[config.mk]
export PLATFORM = sky130hd
export DESIGN_NAME = minmax_pbuf
export DESIGN_NICKNAME = d
export VERILOG_FILES = /design/src/rtl/minmax_pbuf_pkg.sv /design/src/rtl/sel_minmax.sv /design/src/rtl/minmax_pbuf.sv
export SDC_FILE = /design/constraint.sdc
export NUM_CORES = 1
export LEC_CHECK = 0
export CAP_MARGIN = 25
export CORE_MARGIN = 2
export CORE_UTILIZATION = 60
export DETAILED_ROUTE_END_ITERATION = 6
export PLACE_DENSITY = 0.79
export SLEW_MARGIN = 20
export SYNTH_ARGS = -nofsm -noshare
export SYNTH_HDL_FRONTEND = slang
export SYNTH_SLANG_ARGS = --single-unit
[constraint.sdc]
create_clock -name clk -period 27.4 [get_ports clk]
set_input_delay 5.48 -clock clk [delete_from_list [all_inputs] [get_ports clk]]
set_output_delay 5.48 -clock clk [all_outputs]
set_load 0.01 [all_outputs]
[src/rtl/minmax_pbuf_pkg.sv]
// Shared constants for the min/max priority buffer.
//   HIGH / LOW : polarity and mode selectors. For MINMAX_, HIGH means
//                "minimum first" and LOW means "maximum first". For ACT,
//                HIGH means the one-hot output is active high.
package minmax_pbuf_pkg;
    localparam bit HIGH = 1'b1;
    localparam bit LOW  = 1'b0;
endpackage

[src/rtl/sel_minmax.sv]
// Combinational min/max selector over IN keys of DATA bits.
//   in_vec  : IN packed keys
//   out_vec : one-hot marker of the winning key. Polarity follows ACT.
// MINMAX_=HIGH picks the smallest key and MINMAX_=LOW picks the largest key.
// On ties, the lowest index wins.
module sel_minmax
    import minmax_pbuf_pkg::*;
#(
    parameter int IN      = 4,
    parameter int DATA    = 8,
    parameter bit MINMAX_ = HIGH,
    parameter bit ACT     = HIGH
) (
    input  logic [IN-1:0][DATA-1:0] in_vec,
    output logic [IN-1:0]           out_vec
);
    localparam int IW = (IN > 1) ? $clog2(IN) : 1;

    logic [DATA-1:0] w_best;
    logic [IW-1:0]   w_idx;
    logic [IN-1:0]   w_onehot;

    // Strict comparison only, so an equal key never displaces an earlier index.
    always_comb begin
        w_best = in_vec[0];
        w_idx  = '0;
        for (int i = 1; i < IN; i++) begin
            if ((MINMAX_ == HIGH) ? (in_vec[i] < w_best) : (in_vec[i] > w_best)) begin
                w_best = in_vec[i];
                w_idx  = IW'(i);
            end
        end
        w_onehot        = '0;
        w_onehot[w_idx] = 1'b1;
    end

    assign out_vec = (ACT == HIGH) ? w_onehot : ~w_onehot;
endmodule

[src/rtl/minmax_pbuf.sv]
// Priority buffer. It holds up to DEPTH keys and always shows the minimum key
// (MINMAX_=HIGH) or the maximum key (MINMAX_=LOW) at its output.
//   clk, reset_            : clock, async active-low reset
//   flush                  : synchronous clear. It has priority over push and pop.
//   in_valid/in_ready/in_data    : push side. in_ready = !full.
//   out_valid/out_ready/out_data : pop side. out_data = 0 when the buffer is empty.
//   count                  : number of occupied slots
module minmax_pbuf
    import minmax_pbuf_pkg::*;
#(
    parameter bit MINMAX_ = HIGH,
    parameter int DEPTH   = 8,
    parameter int DATA    = 8,
    parameter int CNT     = $clog2(DEPTH+1)
) (
    input  logic            clk,
    input  logic            reset_,
    input  logic            flush,
    input  logic            in_valid,
    output logic            in_ready,
    input  logic [DATA-1:0] in_data,
    output logic            out_valid,
    input  logic            out_ready,
    output logic [DATA-1:0] out_data,
    output logic [CNT-1:0]  count
);
    logic [DEPTH-1:0]           r_valid;
    logic [DEPTH-1:0][DATA-1:0] r_data;
    logic [CNT-1:0]             r_count;

    logic [DEPTH-1:0][DATA:0]   w_keys;
    logic [DEPTH-1:0]           w_sel;
    logic [DEPTH-1:0]           w_free;
    logic                       w_found;
    logic [DATA-1:0]            w_sel_data;
    logic                       w_push;
    logic                       w_pop;

    // An empty slot gets the worst possible MSB. It then loses against any real key,
    // even against all-zero or all-one data.
    function automatic logic [DATA:0] ext_key(input logic v, input logic [DATA-1:0] d);
        return (MINMAX_ == HIGH) ? {~v, d} : {v, d};
    endfunction

    always_comb begin
        for (int i = 0; i < DEPTH; i++) w_keys[i] = ext_key(r_valid[i], r_data[i]);
    end

    sel_minmax #(
        .IN      (DEPTH),
        .DATA    (DATA+1),
        .MINMAX_ (MINMAX_),
        .ACT     (HIGH)
    ) u_sel (
        .in_vec  (w_keys),
        .out_vec (w_sel)
    );

    // Lowest free slot. It is found from the pre-pop valid bits, so a slot freed
    // by a pop in the same cycle is never reused in that cycle.
    always_comb begin
        w_free  = '0;
        w_found = 1'b0;
        for (int i = 0; i < DEPTH; i++) begin
            if (!r_valid[i] && !w_found) begin
                w_free[i] = 1'b1;
                w_found   = 1'b1;
            end
        end
    end

    // AND-OR mux of the selected slot. w_sel is one-hot.
    always_comb begin
        w_sel_data = '0;
        for (int i = 0; i < DEPTH; i++) w_sel_data |= r_data[i] & {DATA{w_sel[i]}};
    end

    assign in_ready  = (r_count != CNT'(DEPTH));
    assign out_valid = (r_count != '0);
    assign out_data  = out_valid ? w_sel_data : '0;
    assign count     = r_count;

    assign w_push = in_valid && in_ready;
    assign w_pop  = out_valid && out_ready;

    always_ff @(posedge clk or negedge reset_) begin
        if (!reset_) begin
            r_valid <= '0;
            r_count <= '0;
        end else if (flush) begin
            r_valid <= '0;
            r_count <= '0;
        end else begin
            r_valid <= (r_valid & ~(w_pop ? w_sel : '0)) | (w_push ? w_free : '0);
            r_count <= r_count + CNT'(w_push) - CNT'(w_pop);
        end
    end

    // Slot payload needs no reset. Stale data is masked by the valid bits.
    always_ff @(posedge clk) begin
        for (int i = 0; i < DEPTH; i++) begin
            if (w_push && w_free[i]) r_data[i] <= in_data;
        end
    end
endmodule

==> run summary, run 1 <==
* sky130_fd_sc_hd__edfxtp_1 — dominant synthesized flop cell
* 40.0% — sequential area share after synthesis
* 27 — Top Ports
* 0.977 — routability congestion estimate from global placement
* 478 — DRT iter0 DRCs
* 26 — # port buffers
* no — unrepaired setup endpoints after global routing
* 0 — total congestion overflow
* 0 — post-cts gate resize count
* 21.67 ns — time the final worst path needs with I/O delays and setup
* 12.07 ns — r2r setup slk
* 35 — number of rows created at floorplan
* 100 um — die outline width
* 7.17% — share of post-route cells with drive strength above 1
* r_data[9] — Reg-to-Reg Start
* 0 — Post-CTS Hold Fix Bufs
* 0 — DRC
* 668 — nets@finish
* r_valid[5] — hold wc startpoint
* 0 — Finish-stage setup viols
* 17 — largest fanout of any net on the critical path
* 16.19 ns — data arrival time of the critical path
* sky130_fd_sc_hd__a21oi_1 — CP dominant cell by count
* 6.71 — average vias per placed instance
* 15.8% — share of synthesized registers carrying an async set or reset
* 9.53% — Area growth, synth to finish
* 0.894 ns — actual transition at the worst max-transition pin
* 38.9% — Slew HR
* 64 — number of enable flip-flop cells after synthesis
* 0.08 ns — CTS clock-pin slew for the worst setup and hold paths
* 0.81 ns — biggest cell delay along the critical path
* 9 — number of clock buffers inserted by TritonCTS
* r_valid[3] — endpoint of the most critical register-to-register path
* sky130_fd_sc_hd__edfxtp_1, sky130_fd_sc_hd__ha_1, sky130_fd_sc_hd__a21oi_1 — leading cell types in the layout, fill and taps excluded
* 0.36 ns — insertion delay to the later sink of the worst-skew pair
* 0.575 ns — hold_ws
* 60.9% — starting utilization of the core area
* r_data[9] — Worst setup startpoint
* primary output — crit path capture type
* sky130_fd_sc_hd__clkbuf_8 — CTS Root Buffer Type
* sky130_fd_sc_hd__a2111oi_0 — slowest CP cell
* 21.92 ns — data required time of the critical path
* 5 — first-pass iteration count of the detailed router
* 24100 um — first-pass GRT wire length
* 0 — antenna violation net count after detailed routing
* reg2reg — type of the worst min-delay path
* 31.3% — GRT Total Usage
* 76 — Num Clock Sinks
* 18 — maximum number of pins on one net before global-route repair
* 4576 — number of global-route vias before repair
* 0.0100 mm^2 — die area
* 15100 um — Detailed Route WL
* complete, no violations — status
* 568 — cells after synthesis
* 3 — maximum level of the CTS H-tree
* 0.00608 mm^2 — Final Cell Area
* out_data[0] — end of the critical path
* 65 — worst reg-to-reg path cell count
* reg2out — critical path class
* 0 — number of hold violations in the final report
* 76 — number of synthesized register bits
* 70 — post-synthesis cell type count
* 79.1% — Final period util
* 0 — setup repair bufs after CTS
* 2 — maximum root-to-sink buffer count
* 0.00591 mm^2 — Area after DPL
* 0 — number of antenna violations at the first check in global routing
* 100 um — Die Span Y
* 9.77 um^2 — mean cell area of the mapped netlist
* 0 ns — setup TNS after final layout
* 0.00819 ns — final clock skew
* 0.0462 GHz — Max Clock Freq
* 11600 um — HPWL reported at the end of detailed placement
* built — CTS tree
* 0 — warnings from Yosys
* sky130_fd_sc_hd__edfxtp_1 — most common library cell in the layout ignoring fill and taps
* 4772 — Via Count
* 21.2 um — WL/cell
* flop — crit start category
* 0.00555 mm^2 — Netlist Area Pre-Place
* 0 — final-report max-slew violation count
* 641 — Synth Net Count
* 0.00911 mm^2 — area of the placeable core
* 0 — MaxCap Viol Count
* 0 — antenna diode count
-- metrics by stage --
stage | utilization (%) | cells | worst slack [ns]
global placement | 64.7 | 695 | 6.93
detailed placement | 64.8 | 695 | 6.48
finish | 66.8 | 711 | 5.73
global route | 66.8 | 711 | 4.40
floorplan | - | 568 | 8.97
CTS | 66.8 | 711 | 6.03
-- flip-flops by register name, summed over array words and instances, names as in the netlist --
name	count
count	4
r_data	64
r_valid	8
-- metal layers --
metal	vias to the layer above	track usage, %	wire length (um)
met5	-	0	0
met4	0	8.64	325
met3	27	6.06	1380
met2	247	48.8	6840
met1	2283	44.9	6560
li1	2215	-	-
-- worst min path at each step --
stage,to,slack (ns),cells past startpoint
global placement,r_valid[3],0.50,1
floorplan,r_valid[3],0.48,1
finish,r_valid[5],0.58,1
detailed placement,r_valid[3],0.55,1
CTS,r_valid[3],0.57,1
global route,r_valid[3],0.59,1
-- kinds of logic after synthesis --
| logic type | count (synthesis) | synth area share, % |
|---|---|---|
| flops | 76 | 40.0 |
| compound gates | 198 | 25.1 |
| buf+inv | 58 | 4.37 |
| xor+xnor | 2 | 0.316 |
| mux | 12 | 2.34 |
| simple gates | 162 | 14.2 |
| fa+ha+maj | 60 | 13.7 |
-- synth_stat cells, drive strengths merged (11+ instances only) --
cell type  instances  area (um^2)
edfxtp            64         1920
ha                59          738
a21oi             52          260
inv               46          173
nor2              46          173
nand2             41          154
o21ai             37          189
a21o              18          136
nand3             13         65.1
nor3              13         76.3
dfrtp             12          300
a211oi            11         87.6
and3              11         68.8
o211ai            11         92.6
-- worst max-delay path: cells and delay by family (launching register included) --
| kind | cells | cell delay [ns] |
|---|---|---|
| AO/OA/AOI/OAI | 36 | 9.49 |
| AND/OR/NAND/NOR | 16 | 2.84 |
| flip-flops | 1 | 0.43 |
| buffers and inverters | 4 | 0.81 |
| adder cells (fa/ha/maj) | 7 | 2.08 |
| multiplexers | 1 | 0.17 |
-- layout make-up --
cell class	instances	area (um^2)
Multi-Input combinational cell	434	3100
Fill cell	738	3030
Sequential cell	76	2220
Timing Repair Buffer	28	275
Inverter	46	173
Tap cell	111	139
Clock buffer	9	124
Clock inverter	7	51.3
Power of run 1 is left out: the tool's default activity adds up to more than one toggle a clock period on the data nets, which glitch-free logic cannot reach.
==> inputs of run 2 (changes only) <==
CORE_UTILIZATION = 56   (was 60)
PLACE_DENSITY = 0.78   (was 0.79)
clock period = 19.15 ns   (was 27.4 ns; I/O delays follow)
==> run 2 against run 1 <==
Against the previous run:
- register-to-register slack worse by 6.6 ns
- cell area is 2.9% higher
- critical endpoint is now out_data[6]
- first-iteration DRC count up 9.8%
- clock skew grew 0.0068 ns
- die area rose by 6.9%
- highest routed layer unchanged
- flip-flop and latch count stayed put
- via count increased by 2.6%
- sequential share of layout area down 1.0 points
- count of clock-buffer cells in the layout unchanged
==> run summary, run 2 (synthesis results as in run 1) <==
* complete, no violations — status
* 11600 um — HPWL reported at the end of detailed placement, +0.65%
* 5.48 ns — r2r setup slk, -6.59 ns
* primary output — crit path capture type
* 15400 um — Detailed Route WL, +2.0%
* 0 — number of antenna violations at the first check in global routing, unchanged
* 0.00596 mm^2 — Area after DPL, +0.97%
* 26 — # port buffers, unchanged
* 0.51 ns — biggest cell delay along the critical path, -0.30 ns
* built — CTS tree
* 0 — MaxCap Viol Count, unchanged
* 0.00626 mm^2 — Final Cell Area, +2.9%
* flop — crit start category
* 0 — final-report max-slew violation count, unchanged
* r_data[11] — Worst setup startpoint
* out_data[6] — end of the critical path
* 20.7 um — WL/cell, -2.6%
* 18 — maximum number of pins on one net before global-route repair, unchanged
* 0.530 ns — hold_ws, -0.0452 ns
* 0 — total congestion overflow, unchanged
* sky130_fd_sc_hd__edfxtp_1, sky130_fd_sc_hd__ha_1, sky130_fd_sc_hd__a21oi_1 — leading cell types in the layout, fill and taps excluded
* reg2reg — type of the worst min-delay path
* 17 — largest fanout of any net on the critical path, unchanged
* 679 — nets@finish, +1.6%
* 0.0150 ns — final clock skew, +0.00685 ns
* 15.32 ns — data required time of the critical path, -6.60 ns
* reg2out — critical path class
* 47.8% — Slew HR, +8.9 points
* 0 — Finish-stage setup viols, unchanged
* 4896 — Via Count, +2.6%
* 0.0548 GHz — Max Clock Freq
* 6.58 — average vias per placed instance, -2.0%
* 27 — Top Ports, unchanged
* r_valid[1] — endpoint of the most critical register-to-register path
* 104 um — Die Span Y, +3.4%
* 2 — maximum root-to-sink buffer count, unchanged
* 0.37 ns — insertion delay to the later sink of the worst-skew pair, about the same
* 0.09 ns — CTS clock-pin slew for the worst setup and hold paths, about the same
* 3 — maximum level of the CTS H-tree, unchanged
* sky130_fd_sc_hd__edfxtp_1 — most common library cell in the layout ignoring fill and taps
* 76 — Num Clock Sinks, unchanged
* sky130_fd_sc_hd__ha_1 — CP dominant cell by count
* 66 — worst reg-to-reg path cell count, +1.5%
* 9 — number of clock buffers inserted by TritonCTS, unchanged
* r_data[11] — Reg-to-Reg Start
* 29.2% — GRT Total Usage, -2.1 points
* sky130_fd_sc_hd__clkdlybuf4s50_1 — slowest CP cell
* 0 ns — setup TNS after final layout, unchanged
* 0 — number of hold violations in the final report, unchanged
* 0 — antenna diode count, unchanged
* 18.25 ns — time the final worst path needs with I/O delays and setup
* 4752 — number of global-route vias before repair, +3.8%
* 723 — # placed instances, +4.0%
* 525 — DRT iter0 DRCs, +9.8%
* 0.00968 mm^2 — area of the placeable core, +6.3%
* 0.981 — routability congestion estimate from global placement, +0.39%
* 64 — flip-flop count of the largest register, all copies and words added, unchanged
* 95.3% — Final period util
* 744 — final non-filler cell total, +4.6%
* 5 — first-pass iteration count of the detailed router, unchanged
* 24500 um — first-pass GRT wire length, +1.8%
* 57.3% — starting utilization of the core area, -3.6 points
* 36 — number of rows created at floorplan, +2.9%
* 0.780 ns — actual transition at the worst max-transition pin, -0.114 ns
* 14.42 ns — data arrival time of the critical path, -1.77 ns
* 104 um — die outline width, +3.4%
* 12.8% — Area growth, synth to finish
* sky130_fd_sc_hd__clkbuf_8 — CTS Root Buffer Type
* r_data — most flop-heavy register
* 0.0107 mm^2 — die area, +6.9%
* 0 — Post-CTS Hold Fix Bufs, unchanged
* 0 — antenna violation net count after detailed routing, unchanged
* 0 — DRC, unchanged
* 10.5% — share of post-route cells with drive strength above 1, +3.3 points
## run 2: changes by cell type in the layout (fill, tap and decap cells not counted), moves of 4 or more
| cell | change |
|---|---|
| sky130_fd_sc_hd__buf_4 | +9 |
| sky130_fd_sc_hd__o21ai_0 | -6 |
| sky130_fd_sc_hd__a21oi_1 | -5 |
| sky130_fd_sc_hd__inv_6 | +4 |
| sky130_fd_sc_hd__o21ai_1 | +5 |
| sky130_fd_sc_hd__a21oi_2 | +4 |
## run 2: critical path, delay by kind of cell (launching register included)
family                   cells  cell delay (ns)
AO/OA/AOI/OAI               34             6.88
adder cells (fa/ha/maj)      7             2.04
buffers and inverters        5             0.95
flip-flops                   1             0.46
multiplexers                 3             0.70
AND/OR/NAND/NOR             18             3.04
## run 2: layer usage
metal	GRT usage, %	routed length [um]	vias up
li1	-	-	2241
met1	40.5	6680	2323
met2	43.8	6690	276
met3	5.10	1270	56
met4	15.8	768	0
met5	0	0	-
## run 2: worst min path at each step
stage,from,to,slack (ns),cells after the start
floorplan,r_valid[3],r_valid[3],0.48,1
global placement,r_valid[3],r_valid[3],0.50,1
detailed placement,r_valid[3],r_valid[3],0.52,1
CTS,r_valid[3],r_valid[3],0.53,1
global route,r_valid[3],r_valid[3],0.55,1
finish,r_valid[3],r_valid[3],0.53,1
## run 2: area by class of cell
class | count | area, um^2
clock buffer | 9 | 124
clock inverter | 7 | 61.3
fill | 780 | 3420
inverter | 46 | 173
multi-input combinational | 434 | 3160
sequential | 76 | 2220
tap | 133 | 166
timing repair buffer | 39 | 353
## run 2: per-stage QoR
stage / worst slack [ns] / utilization, %
finish: 0.899 / 64.6
global route: -0.0387 / 64.6
CTS: 0.176 / 63.5
detailed placement: 0.662 / 61.6
global placement: 0.368 / 61.5
floorplan: 2.37 / -
## run 2: what timing repair did
action | CTS | global route
endpoints found under the setup margin | 0 | 8
setup buffers | 0 | 5
gates resized for setup | 0 | 24
Power of run 2 is left out for the same reason.
